--- config.mk ---
export PLATFORM = sky130hd
export DESIGN_NAME = fetch_ctrl
export DESIGN_NICKNAME = d
export VERILOG_FILES = /design/src/rtl/fetch_pkg.sv /design/src/rtl/fetch_fifo.sv /design/src/rtl/fetch_ctrl.sv
export SDC_FILE = /design/constraint.sdc
export NUM_CORES = 1
export LEC_CHECK = 0
export BUFFER_PORTS_ARGS = -buffer_cell sky130_fd_sc_hd__buf_2
export CORE_UTILIZATION = 50
export CTS_CLUSTER_DIAMETER = 30
export DETAILED_ROUTE_END_ITERATION = 8
export GPL_TIMING_DRIVEN = 1
export PLACE_DENSITY = 0.76
export SYNTH_ARGS = -nofsm -noshare
export SYNTH_HDL_FRONTEND = slang
export SYNTH_SLANG_ARGS = --single-unit
export TNS_END_PERCENT = 100
--- constraint.sdc ---
create_clock -name clk -period 2.1 [get_ports clk]
set_input_delay 0.63 -clock clk [delete_from_list [all_inputs] [get_ports clk]]
set_output_delay 0.63 -clock clk [all_outputs]
set_load 0.02 [all_outputs]
--- src/rtl/fetch_pkg.sv ---
// fetch_pkg: shared types and constants for the instruction fetch block.
//   fetch_state_t : sequencer states (IDLE, RUN, DRAIN, HALTED)
//   fetch_entry_t : one queued fetch, the instruction word plus its address
//   HALT_INSTR    : instruction word that ends a program
package fetch_pkg;

  localparam int ADDR_WIDTH = 10;
  localparam int DATA_WIDTH = 9;

  typedef enum logic [1:0] {
    IDLE   = 2'd0,
    RUN    = 2'd1,
    DRAIN  = 2'd2,
    HALTED = 2'd3
  } fetch_state_t;

  localparam logic [DATA_WIDTH-1:0] HALT_INSTR = 9'h1FF;

  typedef struct packed {
    logic [DATA_WIDTH-1:0] instr;
    logic [ADDR_WIDTH-1:0] pc;
  } fetch_entry_t;

  // True when a word is the program-ending instruction.
  function automatic logic is_halt(input logic [DATA_WIDTH-1:0] word);
    return (word == HALT_INSTR);
  endfunction

endpackage

--- src/rtl/fetch_fifo.sv ---
// fetch_fifo: QDEPTH-entry synchronous queue of fetch_entry_t.
// Entries shift toward slot 0, so the head is always a flop (registered head).
// Ports:
//   clk, rst    clock, asynchronous active-high reset
//   push        write push_data at the tail this cycle
//   pop         drop the head this cycle (caller guarantees non-empty)
//   flush       empty the queue; overrides push and pop
//   push_data   entry to enqueue
//   head        current head entry
//   head_valid  queue non-empty (registered)
//   count       number of occupied entries
module fetch_fifo
  import fetch_pkg::*;
#(
  parameter int QDEPTH = 2
) (
  input  logic                         clk,
  input  logic                         rst,
  input  logic                         push,
  input  logic                         pop,
  input  logic                         flush,
  input  fetch_entry_t                 push_data,
  output fetch_entry_t                 head,
  output logic                         head_valid,
  output logic [$clog2(QDEPTH+1)-1:0]  count
);

  localparam int CW = $clog2(QDEPTH + 1);

  fetch_entry_t          ent_q [QDEPTH];
  fetch_entry_t          ent_d [QDEPTH];
  logic [CW-1:0]         count_q;
  logic [CW-1:0]         count_d;
  logic [CW-1:0]         wr_idx;
  logic                  valid_q;

  // Next queue contents: shift on pop, then write the tail slot on push.
  always_comb begin
    ent_d   = ent_q;
    count_d = count_q;
    wr_idx  = count_q;
    if (flush) begin
      count_d = '0;
    end else begin
      if (pop) begin
        for (int i = 0; i < QDEPTH - 1; i++) begin
          ent_d[i] = ent_q[i+1];
        end
        // After the shift the free tail slot sits one position lower.
        wr_idx = count_q - CW'(1);
      end else begin
        wr_idx = count_q;
      end
      for (int i = 0; i < QDEPTH; i++) begin
        ent_d[i] = (push && (wr_idx == CW'(i))) ? push_data : ent_d[i];
      end
      count_d = count_q + CW'(push) - CW'(pop);
    end
  end

  // Queue storage, occupancy and registered head-valid flag.
  always_ff @(posedge clk or posedge rst) begin
    if (rst) begin
      ent_q   <= '{default: '0};
      count_q <= '0;
      valid_q <= 1'b0;
    end else begin
      ent_q   <= ent_d;
      count_q <= count_d;
      valid_q <= (count_d != '0);
    end
  end

  assign head       = ent_q[0];
  assign head_valid = valid_q;
  assign count      = count_q;

endmodule

--- src/rtl/fetch_ctrl.sv ---
// fetch_ctrl: instruction fetch sequencer. Owns the PC, addresses instr_mem,
// queues fetched words and hands them to decode over valid/ready.
// Ports:
//   clk, rst               clock, asynchronous active-high reset
//   start                  begin fetching at START_ADDR (IDLE/HALTED only)
//   imem_addr/imem_instr   instruction memory address out, same-cycle data in
//   out_valid/out_instr/out_pc/out_ready   decode handshake
//   br_taken/br_target     redirect pulse and target
//   done                   program halted (level)
module fetch_ctrl
  import fetch_pkg::*;
#(
  parameter int                    QDEPTH     = 2,
  parameter logic [ADDR_WIDTH-1:0] START_ADDR = '0
) (
  input  logic                  clk,
  input  logic                  rst,
  input  logic                  start,
  output logic [ADDR_WIDTH-1:0] imem_addr,
  input  logic [DATA_WIDTH-1:0] imem_instr,
  output logic                  out_valid,
  output logic [DATA_WIDTH-1:0] out_instr,
  output logic [ADDR_WIDTH-1:0] out_pc,
  input  logic                  out_ready,
  input  logic                  br_taken,
  input  logic [ADDR_WIDTH-1:0] br_target,
  output logic                  done
);

  localparam int CW = $clog2(QDEPTH + 1);

  fetch_state_t          state_q, state_d;
  logic [ADDR_WIDTH-1:0] pc_q, pc_d;
  logic                  done_q, done_d;
  logic                  push, pop, flush, enq_ok;
  fetch_entry_t          head;
  logic                  head_valid;
  logic [CW-1:0]         count;

  assign pop    = head_valid && out_ready;
  // A same-cycle pop frees a slot, which keeps throughput at one per cycle.
  assign enq_ok = (count < CW'(QDEPTH)) || pop;

  // Next state, PC and queue controls; a branch outranks fetch and halt.
  always_comb begin
    state_d = state_q;
    pc_d    = pc_q;
    done_d  = done_q;
    push    = 1'b0;
    flush   = 1'b0;
    case (state_q)
      IDLE, HALTED: begin
        if (start) begin
          state_d = RUN;
          pc_d    = START_ADDR;
          done_d  = 1'b0;
        end else begin
          state_d = state_q;
        end
      end
      RUN: begin
        if (br_taken) begin
          flush = 1'b1;
          pc_d  = br_target;
        end else if (enq_ok) begin
          push    = 1'b1;
          pc_d    = pc_q + ADDR_WIDTH'(1);
          state_d = is_halt(imem_instr) ? DRAIN : RUN;
        end else begin
          pc_d = pc_q;
        end
      end
      DRAIN: begin
        if (br_taken) begin
          flush   = 1'b1;
          pc_d    = br_target;
          state_d = RUN;
        end else if (pop && is_halt(head.instr)) begin
          state_d = HALTED;
          done_d  = 1'b1;
        end else begin
          state_d = DRAIN;
        end
      end
      default: begin
        state_d = IDLE;
      end
    endcase
  end

  // State, program counter and halt flag.
  always_ff @(posedge clk or posedge rst) begin
    if (rst) begin
      state_q <= IDLE;
      pc_q    <= START_ADDR;
      done_q  <= 1'b0;
    end else begin
      state_q <= state_d;
      pc_q    <= pc_d;
      done_q  <= done_d;
    end
  end

  fetch_fifo #(.QDEPTH(QDEPTH)) u_fifo (
    .clk        (clk),
    .rst        (rst),
    .push       (push),
    .pop        (pop),
    .flush      (flush),
    .push_data  ('{instr: imem_instr, pc: pc_q}),
    .head       (head),
    .head_valid (head_valid),
    .count      (count)
  );

  assign imem_addr = pc_q;
  assign out_valid = head_valid;
  assign out_instr = head.instr;
  assign out_pc    = head.pc;
  assign done      = done_q;

endmodule
==> results of run 1 <==
[sequential cells by signal, summed over array words and instances, names as in the netlist]
register	count
done	1
state_q	2
u_fifo.count	2
imem_addr	10
u_fifo.head_valid	1
u_fifo.ent_q	19
u_fifo.head	19
[final cells by class]
class,instances,area [um^2]
fill,507,2193
multi-input combinational,190,1353
sequential,54,1351
timing repair buffer,70,427.9
inverter,28,105.1
tap,72,90.09
clock buffer,6,82.58
clock inverter,2,38.79
[power by group through the flow]
stage	clock [uW]	combinational (uW)	sequential [uW]
final	757	2530	1900
after global routing	803	2780	1970
after CTS	766	2550	1900
after detailed placement	0	2530	1920
after global placement	0	2460	1900
after floorplan	0	2010	1920
[cell usage in the layout, fill, tap and decap left out, drive strengths merged, types with 4 or more instances in the layout]
master and instances:
a21oi 26, a22oi 6, buf 70, clkbuf 6, dfrtp 54, ha 5
inv 29, mux2 20, nand2 5, nand3 5, nand4 4, nor2 21
o21ai 28, o22ai 5, o2bb2ai 4, o31a 20
[worst max-delay path, delay by kind of cell, from the launching register on]
| kind | cells | cell delay, ns |
|---|---|---|
| flip-flops | 1 | 0.45 |
| AO/OA/AOI/OAI | 2 | 0.43 |
| buffers and inverters | 2 | 0.09 |
| adder cells (fa/ha/maj) | 1 | 0.25 |
| AND/OR/NAND/NOR | 2 | 0.65 |
[logic make-up (layout without fill, tap and decap cells)]
family | Yosys count | count (layout) | share of synthesized area [%]
xor+xnor | 4 | 4 | 1.163
buf+inv | 64 | 106 | 11.25
simple gates | 57 | 57 | 10.42
flops | 54 | 54 | 44.85
fa+ha+maj | 5 | 5 | 2.076
compound gates | 104 | 104 | 22.76
mux | 20 | 20 | 7.475
[per-layer routing]
layer  GRT usage [%]  part of all wire (%)  up-vias
met1           31.97                    45     1220
met5               0                     0        -
met2           39.66                    50       82
met3           2.971                   4.2        7
met4           9.273                   1.4        0
li1                -                     -     1167
[worst max path at each step]
stage,startpoint,end,depth (start not counted)
floorplan,out_ready,u_fifo.head[3]$_DFFE_PP0P_,9
global placement,out_ready,u_fifo.head[1]$_DFFE_PP0P_,8
detailed placement,out_ready,u_fifo.head[18]$_DFFE_PP0P_,8
CTS,u_fifo.head_valid$_DFF_PP0_,u_fifo.head[18]$_DFFE_PP0P_,7
global route,u_fifo.head_valid$_DFF_PP0_,u_fifo.head[3]$_DFFE_PP0P_,7
finish,u_fifo.head_valid$_DFF_PP0_,u_fifo.head[15]$_DFFE_PP0P_,7
[through the flow]
stage | worst slack (ns) | TNS, ns | hold slack, ns | cells | power, uW
after floorplan | 0.01344 | 0 | 0.4740 | 308 | 3927
after global placement | -0.08610 | -2.190 | 0.4838 | 414 | 4361
after detailed placement | -0.1365 | -3.084 | 0.4894 | 414 | 4455
after CTS | 0.1421 | 0 | 0.3060 | 422 | 5210
after global routing | 0.05400 | 0 | 0.3173 | 422 | 5544
final | 0.1491 | 0 | 0.2978 | 422 | 5194
==> results.txt, run 1 <==
outcome = complete, no violations
Post-CTS Setup Inserts = 0
synthesized flop and latch total = 54
first-pass GRT wire length = 11,640 um
Remaining DRCs = 0
sequential power share = 36.6%
largest net degree at the start of global routing = 39
syn_nets = 337
number of vias per cell = 5.867
Ports = 55
ys flop type = dfrtp_1
Yosys cell types = 45
antenna violations before repair = 0
WS Path Type = reg2reg
vias in the first global route = 2,403
Worst Setup End Kind = register
drt first pass iters = 4
Max-cap violations = 0
Final Core Density = 61.12%
ranking of synthesized cells by area = dfrtp_1 (45%), mux2_2 (7.5%), o31a_1 (5.8%)
TritonCTS clock tree = built
Post-CTS Resized = 0
fin. max-slew vios = 0
routed wire length = 7033 um
synthesized cell area = 0.003013 mm^2
die width = 79.63 um
Net Sw Power = 2199 uW
Yosys warnings = 0
DIE HEIGHT = 79.63 um
vias after detailed routing = 2,476
register area share after synthesis = 44.85%
Starting Density = 53.40%
delay of the slowest critical-path stage = 0.55 ns
# diodes = 0
combinational group share of total power = 48.8%
leakage = 0.001575 uW
placer's final routability congestion estimate = 0.8149
Max Root-Sink Buffers = 2
Post-Syn Instances = 308
area leader, netlist = dfrtp_1
Rel. slew slack = 67.63%
Hold Crit Class = in2async
cell area power density = 1506 mW/mm^2
Setup Skew = 0.01326 ns
clock sink total = 54
Crit path arrival time = 2.20 ns
# rows = 27
CTS H-tree lvls = 2
clock network latency to the later pin of the worst-skew pair = 0.32 ns
top cells by count, synth = dfrtp_1 (54), inv_1 (28), o21ai_0 (27)
Total GRT Usage = 23.98%
Tcrit/Tclk final = 92.90%
post-synth top area share = 44.85%
Slowest-stage cell, CP = or3_4
Switching Fraction = 42.34%
flop2flop setup slack = 0.15 ns
grt total ovfl = 0
Async SR Flop Fraction = 100.0%
CTS root buffer = clkbuf_8
unrepaired setup endpoints after global routing = false
worst path required time = 2.34 ns
Post-synth EDFFs = 0
count leader, synth = dfrtp_1
detail-routed net length per standard cell = 16.67 um
PortBufs = 54
Setup Viol. Count Final = 0
CP cell instances = nand2_4 > inv_2 > ha_4 > inv_1 > or3_4 > o31a_1 > a21oi_1
Slew @ Worst Pin = 0.4812 ns
internal power = 2995 uW
Worst R2R End = u_fifo.head[15]$_DFFE_PP0P_
VDD IR max = 0.0007192 V
reg-to-reg critical path startpoint = u_fifo.head_valid$_DFF_PP0_
P&R area growth vs syn = 14.45%
die area = 0.006340 mm^2
Final HPWL DP = 5001 um
placed inst area = 0.003327 mm^2
Nets = 378
cells on worst reg2reg path = 7
Finished Cell Area = 0.003448 mm^2
max frequency = 512.6 MHz
cts hold-fix bufs = 0
Clock Power Share = 14.6%
post-route minimum period = 1.951 ns
TritonCTS Buffers = 5
share of cells above drive strength 1 = 30.86%
Post-DRT Antenna Nets = 0
area of the core = 0.005642 mm^2
Hold Fails Final Rpt = 0
CP Launch Type = register
Starting DRT DRC Count = 136
critical-path maximum fanout = 38
synthesized area per cell = 9.782 um^2
CTS clk-pin slew, worst paths = 0.10 ns
No activity file was read; power rests on OpenSTA's default activity.
==> run 2, diff against run 1 <==
- CORE_UTILIZATION: 50 -> 60
- MAX_ROUTING_LAYER: not set -> met4
- PLACE_DENSITY: 0.76 -> 0.85
- clock period: 2.1 -> 2.5 ns (I/O delays scaled with it)
==> run 2 against run 1 <==
Net effect:
- clock-buffer cell count fell by 1
- sequential power fell by 15%
- clock skew fell by 0.0051 ns
- total power fell by 18%
- sequential share of layout area rose by 0.87 points
- flip-flop and latch count did not move
- largest power group unchanged
==> results.txt, run 2 (synthesized netlist as in run 1, its figures left out) <==
unrepaired setup endpoints after global routing = false
clock network latency to the later pin of the worst-skew pair = 0.32 ns
Nets = 374
Post-DRT Antenna Nets = 0
Slew @ Worst Pin = 0.6290 ns
share of cells above drive strength 1 = 28.90%
vias after detailed routing = 2,458
Final Core Density = 70.48%
cells on worst reg2reg path = 6
Post-CTS Setup Inserts = 0
TritonCTS clock tree = built
flop2flop setup slack = 0.40 ns
area of the core = 0.004786 mm^2
leakage = 0.001542 uW
# rows = 25
Setup Skew = 0.008112 ns
vias in the first global route = 2,309
Max Root-Sink Buffers = 2
Setup TNS Final = 0 ns
grt total ovfl = 0
Ports = 55
CP cell instances = buf_2 > nand2_1 > inv_1 > ha_1 > inv_1 > or3_1 > buf_12 > o31a_1 > a21oi_1
cell area power density = 1263 mW/mm^2
Worst Setup End Kind = register
cts hold-fix bufs = 0
first-pass GRT wire length = 11,430 um
CP Launch Type = input port
P&R area growth vs syn = 11.96%
Rel. slew slack = 57.99%
drt first pass iters = 4
Max-cap violations = 0
critical-path maximum fanout = 38
CP most frequent cell = inv_1
# diodes = 0
CTS root buffer = clkbuf_8
post-route minimum period = 2.113 ns
routed wire length = 6794 um
VDD IR max = 0.0006815 V
CTS H-tree lvls = 2
most frequent cells in the layout = dfrtp_1 (54), buf_2 (54), inv_1 (27), o21ai_0 (27), a21oi_1 (26)
largest net degree at the start of global routing = 55
reg-to-reg critical path startpoint = state_q[0]$_DFFE_PP0P_
Hold Fails Final Rpt = 0
worst path required time = 2.75 ns
Final HPWL DP = 4589 um
Crit path arrival time = 2.36 ns
delay of the slowest critical-path stage = 0.42 ns
TritonCTS Buffers = 5
Worst R2R End = imem_addr[6]$_DFFE_PP0P_
max frequency = 473.3 MHz
dpl cells = 405
Starting DRT DRC Count = 251
DIE HEIGHT = 72.86 um
fin. max-slew vios = 0
CTS clk-pin slew, worst paths = 0.11 ns
Remaining DRCs = 0
Tot Pwr = 4260 uW
Hold Crit Class = in2async
die area = 0.005309 mm^2
die width = 72.86 um
Total GRT Usage = 29.63%
Setup Viol. Count Final = 0
clock sink total = 54
placer's final routability congestion estimate = 0.9118
Post-CTS Resized = 0
WS Path Type = in2reg
PortBufs = 54
Starting Density = 62.95%
hold slack = 0.4449 ns
detail-routed net length per standard cell = 16.45 um
non-filler cells, final = 413
antenna violations before repair = 0
outcome = complete, no violations
number of vias per cell = 5.952
Slowest-stage cell, CP = or3_1
Tcrit/Tclk final = 84.52%
run 2: changes by cell type in the layout (fill, tap and decap cells not counted), sizes merged:
cell	delta
inv	+1
clkbuf	-1
bufinv	-1
clkinv	+1
buf	-4
run 2: worst max-delay path: cells and delay by family:
kind,cells,cell delay (ns)
AND/OR/NAND/NOR,2,0.49
AO/OA/AOI/OAI,2,0.40
adder cells (fa/ha/maj),1,0.30
buffers and inverters,4,0.42
run 2: layer usage:
layer / part of all wire [%] / routed length [um] / vias up / global-route usage, %
met5: 0 / 0 / - / -
met4: 1.6 / 110 / 0 / 11.55
met3: 4.8 / 326 / 9 / 3.453
met2: 50 / 3409 / 81 / 46.52
met1: 43 / 2947 / 1206 / 39.69
li1: - / - / 1162 / -
run 2: report_power, final:
part / internal [uW] / switching [uW] / total (uW) / leakage [uW]
combinational: 916 / 1210 / 2130 / 0.000847
clock: 207 / 319 / 526 / 0.0000491
sequential: 1280 / 328 / 1610 / 0.000646
total: 2400 / 1860 / 4260 / 0.00154
run 2: layout make-up:
type | instances | area [um^2]
fillers | 378 | 1413
flip-flops and latches | 54 | 1351
multi-input cells | 190 | 1328
repair buffers | 66 | 410.4
inverters | 28 | 105.1
well taps | 67 | 83.83
clock buffers | 5 | 68.82
clock inverters | 3 | 26.28
run 2: worst max path at each step:
stage / start / to / slack (ns) / depth (start not counted)
after global routing: state_q[0]$_DFFE_PP0P_ / imem_addr[6]$_DFFE_PP0P_ / 0.28 / 6
after detailed placement: out_ready / u_fifo.head[2]$_DFFE_PP0P_ / 0.05 / 9
final: out_ready / u_fifo.head[2]$_DFFE_PP0P_ / 0.39 / 9
after global placement: out_ready / u_fifo.ent_q[0]$_DFFE_PP0P_ / 0.11 / 8
after CTS: out_ready / u_fifo.ent_q[10]$_DFFE_PP0P_ / 0.39 / 8
after floorplan: out_ready / u_fifo.ent_q[10]$_DFFE_PP0P_ / 0.09 / 6
run 2: metrics by stage:
| step | worst slack, ns | cell area (um^2) |
|---|---|---|
| after floorplan | 0.08860 | 3013 |
| after global placement | 0.1100 | 3278 |
| after detailed placement | 0.04646 | 3278 |
| after CTS | 0.3902 | 3373 |
| after global routing | 0.2840 | 3373 |
| final | 0.3870 | 3373 |
